$ cat src/rtl/seq_det_pkg.sv
`default_nettype none
// ============================================================================
// Module      : seq_det_pkg
// Description : Shared types and defaults for the programmable serial
//               sequence detector (FSM state encoding, reset pattern,
//               configuration length check).
// Revision    : 1.0 - initial release
// ============================================================================
package seq_det_pkg;

    // Detector FSM encoding; explicit width keeps the state register 2 bits
    typedef enum logic [1:0] {
        UNCFG = 2'd0,
        RUN   = 2'd1,
        MATCH = 2'd2
    } state_e;

    // Pattern and length the detector comes out of reset with
    localparam logic [4:0] DEF_PATTERN = 5'b01011;
    localparam int         DEF_LEN     = 5;

    // A pattern must be at least two bits and fit in the history register
    function automatic logic len_is_valid(input int unsigned len,
                                          input int unsigned max_len);
        return (len >= 32'd2) && (len <= max_len);
    endfunction

endpackage
`default_nettype wire

$ cat src/rtl/sat_counter.sv
`default_nettype none
// ============================================================================
// Module      : sat_counter
// Description : Up counter that sticks at all-ones instead of wrapping.
//               clr has priority over inc.
// Revision    : 1.0 - initial release
// ============================================================================
module sat_counter #(
    parameter int W = 8
) (
    input  logic         clk,
    input  logic         rst,
    input  logic         inc,
    input  logic         clr,
    output logic [W-1:0] cnt
);

    logic [W-1:0] cnt_q;
    logic [W-1:0] cnt_d;

    // Next count: clear wins, otherwise step unless already saturated
    always_comb begin
        cnt_d = cnt_q;
        if (clr) begin
            cnt_d = '0;
        end else if (inc && (cnt_q != {W{1'b1}})) begin
            cnt_d = cnt_q + W'(1);
        end
    end

    // Count register, cleared by the active-low asynchronous reset
    always_ff @(posedge clk or negedge rst) begin
        if (!rst) begin
            cnt_q <= '0;
        end else begin
            cnt_q <= cnt_d;
        end
    end

    assign cnt = cnt_q;

endmodule
`default_nettype wire

$ cat src/rtl/seq_det_prog.sv
`default_nettype none
// ============================================================================
// Module      : seq_det_prog
// Description : Programmable serial sequence detector. Compares the last
//               len sampled bits against a loadable pattern, raises a
//               registered Moore flag the cycle after the final bit and
//               counts matches with a saturating counter.
// Revision    : 1.0 - initial release
// ============================================================================
module seq_det_prog
    import seq_det_pkg::*;
#(
    parameter int                 MAX_LEN     = 16,
    parameter int                 CNT_W       = 8,
    parameter logic [MAX_LEN-1:0] RST_PATTERN = MAX_LEN'(DEF_PATTERN),
    parameter int                 RST_LEN     = DEF_LEN
) (
    input  logic                         clk,
    input  logic                         rst,
    input  logic                         en,
    input  logic                         in,
    input  logic                         cfg_load,
    input  logic [MAX_LEN-1:0]           cfg_pattern,
    input  logic [$clog2(MAX_LEN+1)-1:0] cfg_len,
    input  logic                         cfg_overlap,
    output logic                         out,
    output logic [CNT_W-1:0]             match_cnt,
    output logic                         cfg_err
);

    localparam int LEN_W = $clog2(MAX_LEN+1);

    state_e             state_q,   state_d;
    logic [MAX_LEN-1:0] pattern_q, pattern_d;
    logic [MAX_LEN-1:0] history_q, history_d;
    logic [LEN_W-1:0]   len_q,     len_d;
    logic [LEN_W-1:0]   fill_q,    fill_d;
    logic               overlap_q, overlap_d;
    logic               err_q,     err_d;

    logic [MAX_LEN-1:0] w_shift;
    logic [MAX_LEN-1:0] w_mask;
    logic               w_fill_ok;
    logic               w_hit;
    logic               w_cfg_valid;
    logic [LEN_W-1:0]   w_fill_inc;

    // History as it would look with the current bit shifted in
    assign w_shift = {history_q[MAX_LEN-2:0], in};

    // Only the low len bits of the window take part in the compare
    for (genvar gi = 0; gi < MAX_LEN; gi++) begin : g_mask
        assign w_mask[gi] = (32'(len_q) > gi);
    end

    // Enough fresh bits collected once this one is counted
    assign w_fill_ok   = (({1'b0, fill_q} + (LEN_W+1)'(1)) >= {1'b0, len_q});
    assign w_hit       = en && (state_q != UNCFG) && w_fill_ok &&
                         (((w_shift ^ pattern_q) & w_mask) == '0);
    assign w_cfg_valid = len_is_valid(32'(cfg_len), MAX_LEN);
    assign w_fill_inc  = (fill_q == LEN_W'(MAX_LEN)) ? fill_q : fill_q + LEN_W'(1);

    // Next-state: configuration load first, then stalled UNCFG, then detection
    always_comb begin
        state_d   = state_q;
        pattern_d = pattern_q;
        history_d = history_q;
        len_d     = len_q;
        fill_d    = fill_q;
        overlap_d = overlap_q;
        err_d     = err_q;
        if (cfg_load) begin
            if (w_cfg_valid) begin
                pattern_d = cfg_pattern;
                len_d     = cfg_len;
                overlap_d = cfg_overlap;
                history_d = '0;
                fill_d    = '0;
                err_d     = 1'b0;
                state_d   = RUN;
            end else begin
                err_d   = 1'b1;
                state_d = UNCFG;
            end
        end else if (state_q != UNCFG) begin
            state_d = w_hit ? MATCH : RUN;
            if (en) begin
                history_d = w_shift;
                // Without overlap the next match must be built from scratch
                fill_d    = (w_hit && !overlap_q) ? '0 : w_fill_inc;
            end
        end
    end

    // State and configuration registers with asynchronous active-low reset
    always_ff @(posedge clk or negedge rst) begin
        if (!rst) begin
            state_q   <= RUN;
            pattern_q <= RST_PATTERN;
            len_q     <= LEN_W'(RST_LEN);
            overlap_q <= 1'b1;
            history_q <= '0;
            fill_q    <= '0;
            err_q     <= 1'b0;
        end else begin
            state_q   <= state_d;
            pattern_q <= pattern_d;
            len_q     <= len_d;
            overlap_q <= overlap_d;
            history_q <= history_d;
            fill_q    <= fill_d;
            err_q     <= err_d;
        end
    end

    // A hit coinciding with a load is dropped; a valid load zeroes the count
    sat_counter #(
        .W (CNT_W)
    ) u_cnt (
        .clk (clk),
        .rst (rst),
        .inc (w_hit && !cfg_load),
        .clr (cfg_load && w_cfg_valid),
        .cnt (match_cnt)
    );

    assign out     = (state_q == MATCH);
    assign cfg_err = err_q;

endmodule
`default_nettype wire

$ cat config.mk
export PLATFORM = sky130hd
export DESIGN_NAME = seq_det_prog
export DESIGN_NICKNAME = d
export VERILOG_FILES = /design/src/rtl/seq_det_pkg.sv /design/src/rtl/sat_counter.sv /design/src/rtl/seq_det_prog.sv
export SDC_FILE = /design/constraint.sdc
export NUM_CORES = 1
export LEC_CHECK = 0
export CORE_MARGIN = 2
export CORE_UTILIZATION = 56
export CTS_BUF_LIST = sky130_fd_sc_hd__clkbuf_8
export DETAILED_ROUTE_END_ITERATION = 8
export GPL_TIMING_DRIVEN = 0
export HOLD_SLACK_MARGIN = 0.1
export PLACE_DENSITY = 0.82
export SLEW_MARGIN = 20
export SYNTH_ARGS = -nofsm -noshare
export SYNTH_HDL_FRONTEND = slang
export SYNTH_HIERARCHICAL = 1
export SYNTH_SLANG_ARGS = --single-unit
$ cat constraint.sdc
create_clock -name clk -period 3.84 [get_ports clk]
set_input_delay 0.768 -clock clk [delete_from_list [all_inputs] [get_ports clk]]
set_output_delay 0.768 -clock clk [all_outputs]
set_load 0.02 [all_outputs]
### After elaboration in Yosys (flattened, before gate mapping)

Index checks and enable logic that the tools add are counted.

| storage, ports and cells | value |
|---|---|
| logic and storage cells | 72 |
| output and inout bits | 10 |
| input port bits | 27 |
| bits in registers | 53 |

| cells by class | value |
|---|---|
| reduce and logical (&&, ||, !) cells | 18 |
| equality and inequality tests | 5 |
| bitwise gates (word level) | 2 |
| order comparisons | 19 |
| muxes and demuxes | 17 |
| $add $sub $neg | 3 |

Operators by type and width:

| kind | count |
|---|---|
| 2-to-1 mux 15 bit | 4 |
| > comparator 5 x 4 -> 1 bit, second input constant | 8 |
| 2-to-1 mux 5 bit | 6 |
| > comparator 5 x 3 -> 1 bit, second input constant | 4 |
| bitwise AND 16 bit | 1 |
| logical NOT 16 bit | 1 |
| 2-to-1 mux 8 bit | 2 |
| bitwise XOR 16 bit | 1 |
| > comparator 5 x 1 -> 1 bit, second input constant | 2 |
| > comparator 5 x 2 -> 1 bit, second input constant | 2 |
| adder 8 x 1 -> 8 bit, second input constant | 1 |
| logical AND 1 bit | 8 |
| != test 8 bit, second input constant | 1 |
| nonzero test 2 bit | 4 |
| adder 5 x 1 -> 6 bit, second input constant | 1 |
| >= comparator 6 x 5 -> 1 bit | 1 |
| 2-to-1 mux 2 bit | 3 |
| adder 5 x 1 -> 5 bit, second input constant | 1 |
| == test 5 bit, second input constant | 1 |
| >= comparator 5 x 2 -> 1 bit, second input constant | 1 |
| <= comparator 5 bit, second input constant | 1 |
| AND reduction 4 bit | 1 |
| != test 3 x 2 -> 1 bit, second input constant | 1 |
| AND reduction 3 bit | 1 |
| 5 further kinds | 7 |

### Longest topological paths before layout

| depth | value |
|---|---|
| word-level depth | 9 |
| depth in mapped cells | 12 |
| depth with buffers taken out | 11 |

### Hierarchy

Netlist, hierarchy kept.

By module, submodules not included:

| module | seq. area each (um^2) | instances | area each (um^2) | cells each |
|---|---|---|---|---|
| seq_det_prog | 1134.8 | 1 | 2397.3 | 273 |
| sat_counter | 200.2 | 1 | 464.2 | 49 |

### Worst setup path after synthesis

Ideal clock, no wire load.

| path | value |
|---|---|
| path kind | reg-to-reg |
| start point | reg len_q[2] |
| end point | reg u_cnt.cnt_q[7] (netlist: u_cnt/cnt[7]) |
| slack | 1.141 ns |
| path buffers | 2 |
| setup time | 0.094 ns |
| data required time | 3.746 ns |
| period minus slack after synthesis | 2.699 ns |
| stages on the path, launching flop included | 13 |
| arrival | 2.605 ns |
| cell sequence | dfstp_2 clkbuf_1 inv_1 ha_1 o21ai_0 o21ai_0 o211a_1 nor3_1 nor4_1 buf_2 nand3_1 or3_1 a211oi_1 |

| between the ends | value |
|---|---|
| longest elaborated chain between the ends | 7 |
| elaborated cells on any way between the ends | 24 |
| those cells by class | 17 x order compare; 1 x bitwise; 6 x reduce/logical |

RTL lines:

| element | RTL line | source |
|---|---|---|
| from (decl) | seq_det_prog.sv:36 | `logic [LEN_W-1:0] len_q, len_d;` |
| from (signal assigned) | seq_det_prog.sv:100 | `len_q <= LEN_W'(RST_LEN);` |
| from (signal assigned) | seq_det_prog.sv:108 | `len_q <= len_d;` |
| > comparator 5 x 1 -> 1 bit, or another cell as far along | seq_det_prog.sv:53 | `assign w_mask[gi] = (32'(len_q) > gi);` |
| bitwise AND 16 bit | seq_det_prog.sv:59 | `(((w_shift ^ pattern_q) & w_mask) == '0);` |
| logical NOT 16 bit | seq_det_prog.sv:59 |  |
| logical AND 1 bit (*) | seq_det_prog.sv:58 | `assign w_hit = en && (state_q != UNCFG) && w_fill_ok &&` |
| logical AND 1 bit (*) | seq_det_prog.sv:122 | `.inc (w_hit && !cfg_load),` |
| logical AND 1 bit (*) | sat_counter.sv:26 | `end else if (inc && (cnt_q != {W{1'b1}})) begin` |
| nonzero test 2 bit (no source line) (*) | -- |  |
| to (signal assigned) | sat_counter.sv:36 | `cnt_q <= cnt_d;` |
| to (decl) | sat_counter.sv:18 | `logic [W-1:0] cnt_q;` |

Every way passes the cells marked *; elsewhere a longest branch is shown, timed or not.
A chain may end at the register's enable or synchronous reset.

### Worst setup path in the final report

| path | value |
|---|---|
| start point | in cfg_len[1] |
| end point | reg u_cnt.cnt_q[0] (netlist: u_cnt/cnt[0]) |

| between the ends | value |
|---|---|
| longest elaborated chain between the ends | 4 |
| elaborated cells on any way between the ends | 6 |
| those cells by class | 2 x order compare; 1 x mux; 3 x reduce/logical |

RTL lines:

| element | RTL line | source |
|---|---|---|
| from (decl) | seq_det_prog.sv:24 | `input logic [$clog2(MAX_LEN+1)-1:0] cfg_len,` |
| >= comparator 5 x 2 -> 1 bit / <= comparator 5 bit (equally long branches) | seq_det_pkg.sv:25 | `return (len >= 32'd2) && (len <= max_len);` |
| logical AND 1 bit (*) | seq_det_pkg.sv:25 |  |
| logical AND 1 bit (*) | seq_det_prog.sv:123 | `.clr (cfg_load && w_cfg_valid),` |
| 2-to-1 mux 8 bit / nonzero test 2 bit (equally long branches) | -- |  |

Marked as above.

==> results.toml <==
[critical_path]
crit_path_cell_trace = "clkdlybuf4s50_1 > nor3_1 > nand3b_1 > o21ai_0 > nand2_1 > clkinv_1 > clkbuf_1 > clkbuf_1 > nor2_1 > mux2_2"
rr_startpoint = "len_q[2]"
cpPeakStageDelay_ns = 0.43
cpLargestDelayFamily = "buffers and inverters"
endpoint_kind = "register"
critPathArrivalTime_ns = 3.32
worstPathBufferInverterCount = 4
cp_max_fo = 11
crit_start = "cfg_len[1]"
start_kind = "input pin"
cp_slowest_cell = "clkdlybuf4s50_1"
cp_common_cell = "clkbuf_1"
cp_data_required_time_ns = 4.04
criticalPathCategory = "input pin to register"

[detailed_routing]
drt_pre_antenna_iters = 4
vias = 2458
routed_wl_um = 6150
antenna_left = 0
vias_per_cell = 5.65
post-route-drc-count = 0
drt-wirelength-per-cell_um = 14.1
drt_iter0_drc = 149

[pwr]
clkPwrFrac_pct = 24.8
peakVddDrop_mv = 0.284
p_comb_share_pct = 23.8
intPower_mw = 0.890
swShare_pct = 31.5
power_mw = 1.30
p_per_area_nw_per_um2 = 383
power_frac_seq_pct = 51.4
p_leak_nw = 1.45
switchingPower_mw = 0.409

[die]
die_w_um = 75.5
coreArea_um2 = 5010
initial_core_util_pct = 57.1
die-area_um2 = 5700
ios = 37
die_y_um = 75.5
rows = 26

[synthesis]
ys_seq_area_share_pct = 46.7
ys.flop_type = "dfrtp_1"
synthTopCellsByArea = "dfrtp_1 40%, nand2_1 12%, dfstp_2 6.4%, xnor2_1 5.2%, o21ai_0 4.4%"
syn_area_per_cell_um2 = 8.89
synth-adder-area-share_pct = 3.50
synth_most_common_cell = "nand2_1"
ys_ff_latch = 53
synth_top_cell_by_area = "dfrtp_1"
synth-xor-area-share_pct = 5.82
synth_fp_nets = 357
synth_enable_flop_cells = 0
synth_compound_area_share_pct = 14.2
synthCells = 322
synth_commonest_cells = "92 x nand2_1, 46 x dfrtp_1, 25 x o21ai_0, 17 x xnor2_1, 16 x a21oi_1"
synth_top_area_share_pct = 40.2
async_flop_share_pct = 100
synth_area_um2 = 2860
ys_types = 47
yosys_warnings = 6
synth_top_family_by_area = "simple AND/OR/NAND/NOR gates"
synthSimpleGateAreaFrac_pct = 24.0
synth.area.mux_share_pct = 2.71

[placed_design]
place.port_buffers = 35
place_hpwl_um = 4400
place_congestion = 0.914
placed_cells = 427

[timing]
finalSetupTns_ns = 0
finalSetupViolations = 0
period_minus_slack_ns = 3.12
worst_slew_pin_slew_ns = 0.800
finalMaxSlewViolations = 0
hold_viol = 0
rsz0062_at_grt = "false"
hold_ws_ns = 0.474
fin_crit_sh_pct = 81.3
fin_worst_skew_ns = 0.00864
clock.fmax_mhz = 320
slew-limit-headroom_pct = 46.6

[final_layout]
final_cells = 435
antenna_cells = 0
utilization_pct = 67.6
layout-drive-gt1-share_pct = 7.12
area_growth_pct = 18.4
fin_nets = 399

[cts]
cts_buffers = 5
clock-root-buffer = "clkbuf_8"
clockBufferDepth = 2
cts_hold_buf = 0
tritoncts = "done"
cts_setup_buffers = 0
ctsHtreeMaxLevel = 2
clk_pin_slew_ns = 0.09
clock_latency_ns = 0.31
clock_sinks = 53
cts_resized = 0

[worst_hold_path]
hp-start = "pattern_q[0]"
hp-class = "register to register"

[grt]
grt_pass1_wl_um = 10200
track_usage_pct = 23.6
grt_pass1_vias = 2361
grt_overflow = 0
grt_max_degree = 54
antenna_found_initial = 0

[job]
drv_cap = 0

[run_status]
status = "completed"
## layer usage
layer	up-vias	GRT usage [%]	wire (um)
met1	1203	29.2	2720
met4	0	9.16	112
li1	1175	-	-
met5	-	0	0
met2	69	40.8	2950
met3	11	4.50	365
## kinds of logic (layout without fill, tap and decap cells)
| family | after synthesis | after routing |
|---|---|---|
| flip-flops | 53 | 53 |
| multiplexers | 7 | 7 |
| XOR/XNOR | 19 | 19 |
| buffers and inverters | 24 | 67 |
| AND/OR/NAND/NOR | 149 | 149 |
| AO/OA/AOI/OAI | 62 | 62 |
| adder cells (fa/ha/maj) | 8 | 8 |
## worst min-delay path, delay by kind of cell, from the launching register on
family,cells,cell delay (ns)
flops,1,0.38
simple gates,2,0.10
## through the flow
stage / cell area, um2 / worst slack (ns)
6_report: 3390 / 0.719
5_1_grt: 3390 / 0.355
4_1_cts: 3390 / 0.704
3_5_place_dp: 3300 / 0.372
3_3_place_gp: 3300 / 0.438
2_1_floorplan: 2860 / 1.14
## cell type report
class / instances / area [um2]
fillers: 444 / 1620
plain buffers: 14 / 53.8
repair buffers: 35 / 348
flip-flops and latches: 53 / 1340
multi-input cells: 245 / 1440
well taps: 70 / 87.6
clock inverters: 2 / 7.51
clock buffers: 6 / 82.6
inverters: 10 / 37.5
## registers in the layout (all words and copies together) (netlist names)
signal	count
history_q	15
state_q	2
overlap_q	1
pattern_q	16
u_cnt/cnt	8
len_q	5
fill_q	5
cfg_err	1
## path summary, 6_finish.rpt
path,to,slack (ns),cells after the start
setup / recovery,u_cnt/cnt[0],0.72,10
hold / removal,pattern_q[0],0.47,2
setup reg to reg,u_cnt/cnt[5],0.74,12
hold reg to reg,pattern_q[0],0.47,2
max in group asynchronous,u_cnt/cnt[7],2.90,1
min in group asynchronous,pattern_q[12],0.48,1
## power by group through the flow
stage | Combinational, mW | Sequential (mW) | Clock, mW
global placement | 0.296 | 0.676 | 0
CTS | 0.310 | 0.667 | 0.329
global route | 0.349 | 0.674 | 0.351
finish | 0.309 | 0.667 | 0.322
floorplan | 0.214 | 0.665 | 0
detailed placement | 0.308 | 0.678 | 0
## cells in the final DEF (no fill, tap or decap), drive strengths merged, types with 5 or more instances in the layout
cell,n
xnor2,17
mux2,6
nor3,9
nand3,9
o21ai,26
nand2,92
dfstp,7
nor2,11
clkbuf,17
a21oi,16
nand2b,5
clkdlybuf4s50,34
ha,8
inv,11
dfrtp,46
No activity file was read; power rests on OpenSTA's default activity.
